### config.mk
export PLATFORM = sky130hd
export DESIGN_NAME = reg_file_wb
export DESIGN_NICKNAME = d
export VERILOG_FILES = /design/src/rtl/reg_file_wb_pkg.sv /design/src/rtl/reg_read_mux.sv /design/src/rtl/reg_file_wb.sv
export SDC_FILE = /design/constraint.sdc
export NUM_CORES = 2
export LEC_CHECK = 0
export BUFFER_PORTS_ARGS = -buffer_cell sky130_fd_sc_hd__buf_2
export CORE_ASPECT_RATIO = 1.25
export CORE_MARGIN = 5
export CORE_UTILIZATION = 60
export CTS_BUF_LIST = sky130_fd_sc_hd__clkbuf_8
export CTS_CLUSTER_DIAMETER = 60
export DETAILED_ROUTE_END_ITERATION = 12
export PLACE_DENSITY = 0.77
export SYNTH_ARGS = -nofsm -noshare
export SYNTH_HDL_FRONTEND = slang
export SYNTH_SLANG_ARGS = --single-unit
### constraint.sdc
create_clock -name clk -period 6.9 [get_ports clk]
set_input_delay 1.38 -clock clk [delete_from_list [all_inputs] [get_ports clk]]
set_output_delay 1.38 -clock clk [all_outputs]
set_load 0.1 [all_outputs]
### src/rtl/reg_file_wb_pkg.sv
`default_nettype none
// ============================================================================
// Module   : reg_file_wb_pkg
// Brief    : Shared widths and constants for the write-back register file.
// Revision : 1.0
// ============================================================================
package reg_file_wb_pkg;

  localparam int         REG_LENGTH   = 32;
  localparam int         REG_ADDR_LEN = 5;
  localparam int         REG_NUM      = 2 ** REG_ADDR_LEN;
  localparam logic [4:0] REG_ZERO     = 5'd0;
  localparam logic       ENABLE       = 1'b1;
  localparam logic       DISABLE      = 1'b0;

endpackage : reg_file_wb_pkg
`default_nettype wire

### src/rtl/reg_read_mux.sv
`default_nettype none
// ============================================================================
// Module   : reg_read_mux
// Brief    : One GPR read port: reset/enable gating, r0, EX and latch forwarding.
// Revision : 1.0
// ============================================================================
module reg_read_mux
  import reg_file_wb_pkg::*;
#(
  parameter int REG_LENGTH   = reg_file_wb_pkg::REG_LENGTH,
  parameter int REG_ADDR_LEN = reg_file_wb_pkg::REG_ADDR_LEN,
  parameter bit BYPASS_EX    = 1'b1
) (
  input  logic                    rst,
  input  logic                    rd,
  input  logic [REG_ADDR_LEN-1:0] addr,
  input  logic                    ex_wr,
  input  logic [REG_ADDR_LEN-1:0] ex_addr,
  input  logic [REG_LENGTH-1:0]   ex_data,
  input  logic                    wb_valid,
  input  logic [REG_ADDR_LEN-1:0] wb_addr,
  input  logic [REG_LENGTH-1:0]   wb_data,
  input  logic [REG_LENGTH-1:0]   arr_data,
  output logic [REG_LENGTH-1:0]   data
);

  localparam logic [REG_ADDR_LEN-1:0] c_zero_addr = '0;

  // Newest source wins: live EX result, then the pending latch, then the array.
  always_comb begin
    data = '0;
    if (rst == ENABLE || rd == DISABLE) begin
      data = '0;
    end else if (addr == c_zero_addr) begin
      data = '0;
    end else if (BYPASS_EX && ex_wr && (ex_addr == addr)) begin
      data = ex_data;
    end else if (wb_valid && (wb_addr == addr)) begin
      data = wb_data;
    end else begin
      data = arr_data;
    end
  end

endmodule : reg_read_mux
`default_nettype wire

### src/rtl/reg_file_wb.sv
`default_nettype none
// ============================================================================
// Module   : reg_file_wb
// Brief    : EX write-back latch plus 32-entry GPR array with two read ports.
// Revision : 1.0
// ============================================================================
module reg_file_wb
  import reg_file_wb_pkg::*;
#(
  parameter int REG_LENGTH   = reg_file_wb_pkg::REG_LENGTH,
  parameter int REG_ADDR_LEN = reg_file_wb_pkg::REG_ADDR_LEN,
  parameter bit BYPASS_EX    = 1'b1
) (
  input  logic                    clk,
  input  logic                    rst,
  input  logic                    regcWr,
  input  logic [REG_ADDR_LEN-1:0] regcAddr,
  input  logic [REG_LENGTH-1:0]   regcData,
  input  logic                    regaRd,
  input  logic [REG_ADDR_LEN-1:0] regaAddr,
  output logic [REG_LENGTH-1:0]   regaData,
  input  logic                    regbRd,
  input  logic [REG_ADDR_LEN-1:0] regbAddr,
  output logic [REG_LENGTH-1:0]   regbData,
  output logic                    wbValid,
  output logic [REG_ADDR_LEN-1:0] wbAddr
);

  localparam int                      c_num       = 2 ** REG_ADDR_LEN;
  localparam logic [REG_ADDR_LEN-1:0] c_zero_addr = '0;

  logic [REG_LENGTH-1:0]   r_gpr [c_num];
  logic                    r_wb_valid;
  logic [REG_ADDR_LEN-1:0] r_wb_addr;
  logic [REG_LENGTH-1:0]   r_wb_data;
  logic                    w_capture;

  // r0 writes never enter the latch, so the array entry 0 is never touched.
  assign w_capture = regcWr && (regcAddr != c_zero_addr);

  always_ff @(posedge clk) begin
    if (rst == ENABLE) begin
      for (int i = 0; i < c_num; i++) begin
        r_gpr[i] <= '0;
      end
      r_wb_valid <= 1'b0;
      r_wb_addr  <= '0;
      r_wb_data  <= '0;
    end else begin
      if (r_wb_valid) begin
        r_gpr[r_wb_addr] <= r_wb_data;
      end
      r_wb_valid <= w_capture;
      r_wb_addr  <= w_capture ? regcAddr : c_zero_addr;
      r_wb_data  <= w_capture ? regcData : '0;
    end
  end

  assign wbValid = r_wb_valid;
  assign wbAddr  = r_wb_addr;

  reg_read_mux #(
    .REG_LENGTH  (REG_LENGTH),
    .REG_ADDR_LEN(REG_ADDR_LEN),
    .BYPASS_EX   (BYPASS_EX)
  ) u_read_a (
    .rst     (rst),
    .rd      (regaRd),
    .addr    (regaAddr),
    .ex_wr   (regcWr),
    .ex_addr (regcAddr),
    .ex_data (regcData),
    .wb_valid(r_wb_valid),
    .wb_addr (r_wb_addr),
    .wb_data (r_wb_data),
    .arr_data(r_gpr[regaAddr]),
    .data    (regaData)
  );

  reg_read_mux #(
    .REG_LENGTH  (REG_LENGTH),
    .REG_ADDR_LEN(REG_ADDR_LEN),
    .BYPASS_EX   (BYPASS_EX)
  ) u_read_b (
    .rst     (rst),
    .rd      (regbRd),
    .addr    (regbAddr),
    .ex_wr   (regcWr),
    .ex_addr (regcAddr),
    .ex_data (regcData),
    .wb_valid(r_wb_valid),
    .wb_addr (r_wb_addr),
    .wb_data (r_wb_data),
    .arr_data(r_gpr[regbAddr]),
    .data    (regbData)
  );

endmodule : reg_file_wb
`default_nettype wire

Word level (Yosys, flattened, before mapping). Memories as Yosys holds them, arrays and structs flattened. Index checks and enable logic that the tools add are counted.

Bits of input ports: 52. Memories: 1. RAM bits: 1024. Flip-flop bits (word level): 38. Logic and storage cells: 39.

Memory list: r_gpr (depth 32, width 32, rd ports 2, clocked after memory_dff 0, wr ports 32, RTL line reg_file_wb.sv:32) `logic [REG_LENGTH-1:0] r_gpr [c_num];`.

Multiplexer cells: 16. Bitwise gates (word level): 3. Eq/ne operators: 4. Reductions and logical operators: 12.

Operator list (number): $mux 32 (9); $reduce_or 32->1 (1); $eq 5x5->1 (4); $logic_not 5->1 (2); $mux 1 (6); $logic_and 1x1->1 (5); $mux 5 (1); $reduce_bool 5->1 (1); $not 1->1 (3); $logic_or 1x1->1 (2); $reduce_or 2->1 (1).

Longest topological paths before layout.
Depth in word-level cells: 6. Gate-level depth with buffers: 8.

By module. A second synthesis with hierarchy kept.

Cells, all modules: 5076. Area total of the unflattened synthesis: 59923.7 µm².

Modules (own cells, without submodules): reg_file_wb (area each 57316.2 µm², times used 1, cells each 4722, seq. area each 31510.2 µm²); reg_read_mux (area each 1303.8 µm², times used 2, cells each 177, seq. area each 0.0 µm²).

Least setup slack after synthesis. Ideal clock, no wire load.

Kind: input-to-output. Start point: input port regbAddr[0]. End point: output port regbData[10]. Stages: 8. Path buffers: 4. Arrival: 4.038 ns. Slack: 1.482 ns. Data required time: 5.520 ns. Path through: buf_4 buf_6 buf_4 nor2_1 a311oi_4 buf_2 o21ai_1 o2bb2ai_1.

Word-level cells in the longest chain between the ends: 6.

Ends and longest elaborated chain: start: declaration (RTL line reg_file_wb.sv:23) `input logic [REG_ADDR_LEN-1:0] regbAddr,`; parallel branches: the longest is 4 deep, another holds $mem_v2 32x32; $mux 32 * (RTL line reg_read_mux.sv:34) `end else if (addr == c_zero_addr) begin`; $mux 32 * (RTL line reg_read_mux.sv:32) `if (rst == ENABLE || rd == DISABLE) begin`; end: declaration (RTL line reg_file_wb.sv:24) `output logic [REG_LENGTH-1:0] regbData,`.

Every way passes the cells marked *.

Worst setup path in the final report.
Start point: input port regbAddr[4]. End point: output port regbData[2].

Same word-level chain as after synthesis.

==> flow_metrics.tcl <==
set metrics [dict create \
    wl_per_cell_um 34.77 \
    cts_buffer_depth 3 \
    synthCells 3756 \
    cts_repair_resize_count 0 \
    maxSlewViolCount 0 \
    dp_hpwl_mm 101.0 \
    area_growth_pct 8.011 \
    die_x_um 283.6 \
    clock_sinks 1062 \
    dr.first_iter.drc_count 6424 \
    rrSetupSlack_ns 2.80 \
    ir_worst_vdd_mv 0.1359 \
    combPwrFrac_pct 11.0 \
    fin_crit_ns 5.647 \
    core_mm2 0.09290 \
    drtAntennaViolNets 0 \
    power.internal_uw 9992 \
    grt_pass1_wl_mm 253.5 \
    grt_max_degree 101 \
    avgSynthCellArea_um2 14.94 \
    synth_top_flop_cell "edfxtp_1" \
    drc 0 \
    powerDensity_mw_per_mm2 223.9 \
    hold_viol 0 \
    n_fill_cell 6479 \
    design_area_mm2 0.06063 \
    clk_pin_slew_ns 0.06 \
    via_per_inst 7.237 \
    cts_setup_buffers 0 \
    drt-pass1-iter-count 7 \
    synth_warnings 0 \
    max-cap-violations 0 \
    dr_total_vias 36750 \
    wirelength_mm 176.5 \
    finalNonFillerCells 5078 \
    placedCellCount 4798 \
    htree_levels 4 \
    setup_violations 0 \
    slew_headroom_pct 9.105 \
    clock-root-buffer "clkbuf_8" \
    synth_nets 3808 \
    p_clk_share_pct 34.7 \
    startpoint_type "input port" \
    worstSetupEndpointType "primary output" \
    postCtsHoldBufs 0 \
    overflow 0 \
    drive_above_1_share_pct 26.59 \
    worst_slew_pin_slew_ns 1.362 \
    synth_seq_cells 1062 \
    fin_nets 3806 \
    place_congestion 0.8776 \
    cts_tree "yes" \
    seq_area_frac_synth_pct 56.14 \
    die_area_mm2 0.09981 \
    cts_buffers 160 \
    portBuffers 121 \
    leakage_uw 0.02231 \
    clk_latency_ns 0.87 \
    status "finished clean" \
    hold_path_class "in2reg" \
    worstHoldPathCells 2 \
    synth-async-reset-ratio_pct 0 \
    finClkSkew_ns 0.02833 \
    p_switching_uw 3584 \
    reg2reg_depth 6 \
    pin_count 122 \
    timing_worst_setup_path_type "in2out" \
    fmax_mhz 177.1 \
    start_util_pct 60.42 \
    rsz0062_at_grt "false" \
    rows 125 \
    yosysUniqueCellTypes 40 \
    die_y_um 352.0 \
    synth_edf_count 1024 \
    power_switching_share_pct 26.40 \
    grt_usage_pct 35.06 \
    share_seq_of_total_power_pct 54.3 \
    worstPathMaxFanout 22 \
    antenna_found_initial 12 \
    final_util_pct 65.26 \
    grt_pass1_vias 37450 \
    cp_data_arrival_time_ns 4.27 \
    post_dp_cell_area_mm2 0.05785 \
    post-route-period-util_pct 81.84 \
    timing.setup.tns_ns 0 \
    syn_area_mm2 0.05613 \
    critical_path_required_ns 5.52 \
]
-- layout make-up --
type,instances,area [um^2],area share [%]
well taps,1206,1509,2.489
clock buffers,167,2298,3.791
flip-flops and latches,1062,31510,51.97
repair buffers,244,1844,3.042
diodes,6,15.01,0.02477
multi-input cells,2284,22980,37.91
clock inverters,107,461.7,0.7615
inverters,2,7.507,0.01238
-- metrics by stage --
stage / power (uW) / setup slack (ns) / hold WS (ns)
6_report: 13580 / 1.253 / 0.7435
5_1_grt: 13940 / 1.158 / 0.7105
4_1_cts: 13530 / 1.329 / 0.6793
3_5_place_dp: 8958 / 1.336 / 0.8571
3_3_place_gp: 8931 / 1.348 / 0.8416
2_1_floorplan: 8424 / 1.482 / 0.5938
-- sequential cells by signal, indices dropped and copies added (netlist names) --
signal / count
wbAddr: 5
wbValid: 1
r_wb_data: 32
r_gpr: 1024
-- cells in the mapped netlist (all sizes together), types with 6 or more instances --
library cell,instances,area share [%]
clkbuf,279,1.9
xnor2,6,0.094
dfxtp,38,1.4
buf,129,1.5
o2bb2ai,64,1.0
o22ai,64,0.71
and2,1061,12
nor2,40,0.27
edfxtp,1024,55
a22oi,256,3.4
o21ai,64,0.57
or2,32,0.36
nor2b,6,0.067
xor2,14,0.23
mux4,512,21
nand2,131,0.88
-- worst max-delay path, stage by stage --
cell       delay [ns]
buf_2            0.25
nor2b_4          0.88
buf_4            0.52
a22oi_1          0.18
nand2_1          0.21
o22ai_1          0.17
o2bb2ai_1        0.20
buf_2            0.45
-- routing by layer --
metal / wire, um / global-route usage, %
met5: 214 / 0
met4: 9612 / 16.93
met3: 25640 / 11.20
met2: 82790 / 54.02
met1: 58290 / 45.85
-- cell usage in the layout, fill, tap and decap left out, types with 3 or more instances in the layout --
cell type,netlist,routed
buf_4,15,101
nor2_1,39,5
nor2_2,1,17
clkbuf_8,0,167
nor2_4,0,18
dfxtp_1,38,38
clkinvlp_4,0,4
nand3_1,4,4
clkinv_2,0,11
inv_1,2,64
xnor2_1,6,6
xor2_1,13,13
nor2b_4,0,4
buf_2,82,117
o22ai_1,64,64
or2_2,32,32
edfxtp_1,1024,1024
o21ai_1,51,51
clkinv_1,0,28
nand2b_1,3,3
o21ai_0,13,13
buf_8,0,4
and2_1,1061,1059
o2bb2ai_1,64,64
diode_2,0,6
nand2_1,131,131
a22oi_1,256,256
mux4_2,512,512
buf_12,0,22
nand3b_1,4,4
or4_1,3,3
-- final timing paths --
check                 from       endpoint
max reg2reg        wbValid   r_gpr[7][30]
min reg2reg  r_wb_data[27]  r_gpr[10][27]
max            regbAddr[4]    regbData[2]
min           regcData[23]  r_wb_data[23]
-- power groups by stage --
stage | combinational, uW | sequential, uW | clock (uW)
detailed placement | 1460 | 7500 | 0
global placement | 1450 | 7480 | 0
CTS | 1460 | 7370 | 4710
finish | 1490 | 7380 | 4710
global route | 1530 | 7390 | 5020
floorplan | 1010 | 7420 | 0
-- kinds of logic after synthesis --
family,after synthesis,share of synthesized area (%)
AND/OR/NAND/NOR,1298,13.80
AO/OA/AOI/OAI,454,5.847
multiplexers,512,20.54
flip-flops,1062,56.14
buffers and inverters,410,3.350
XOR/XNOR,20,0.3255
Power figures use the tool's default switching activity.
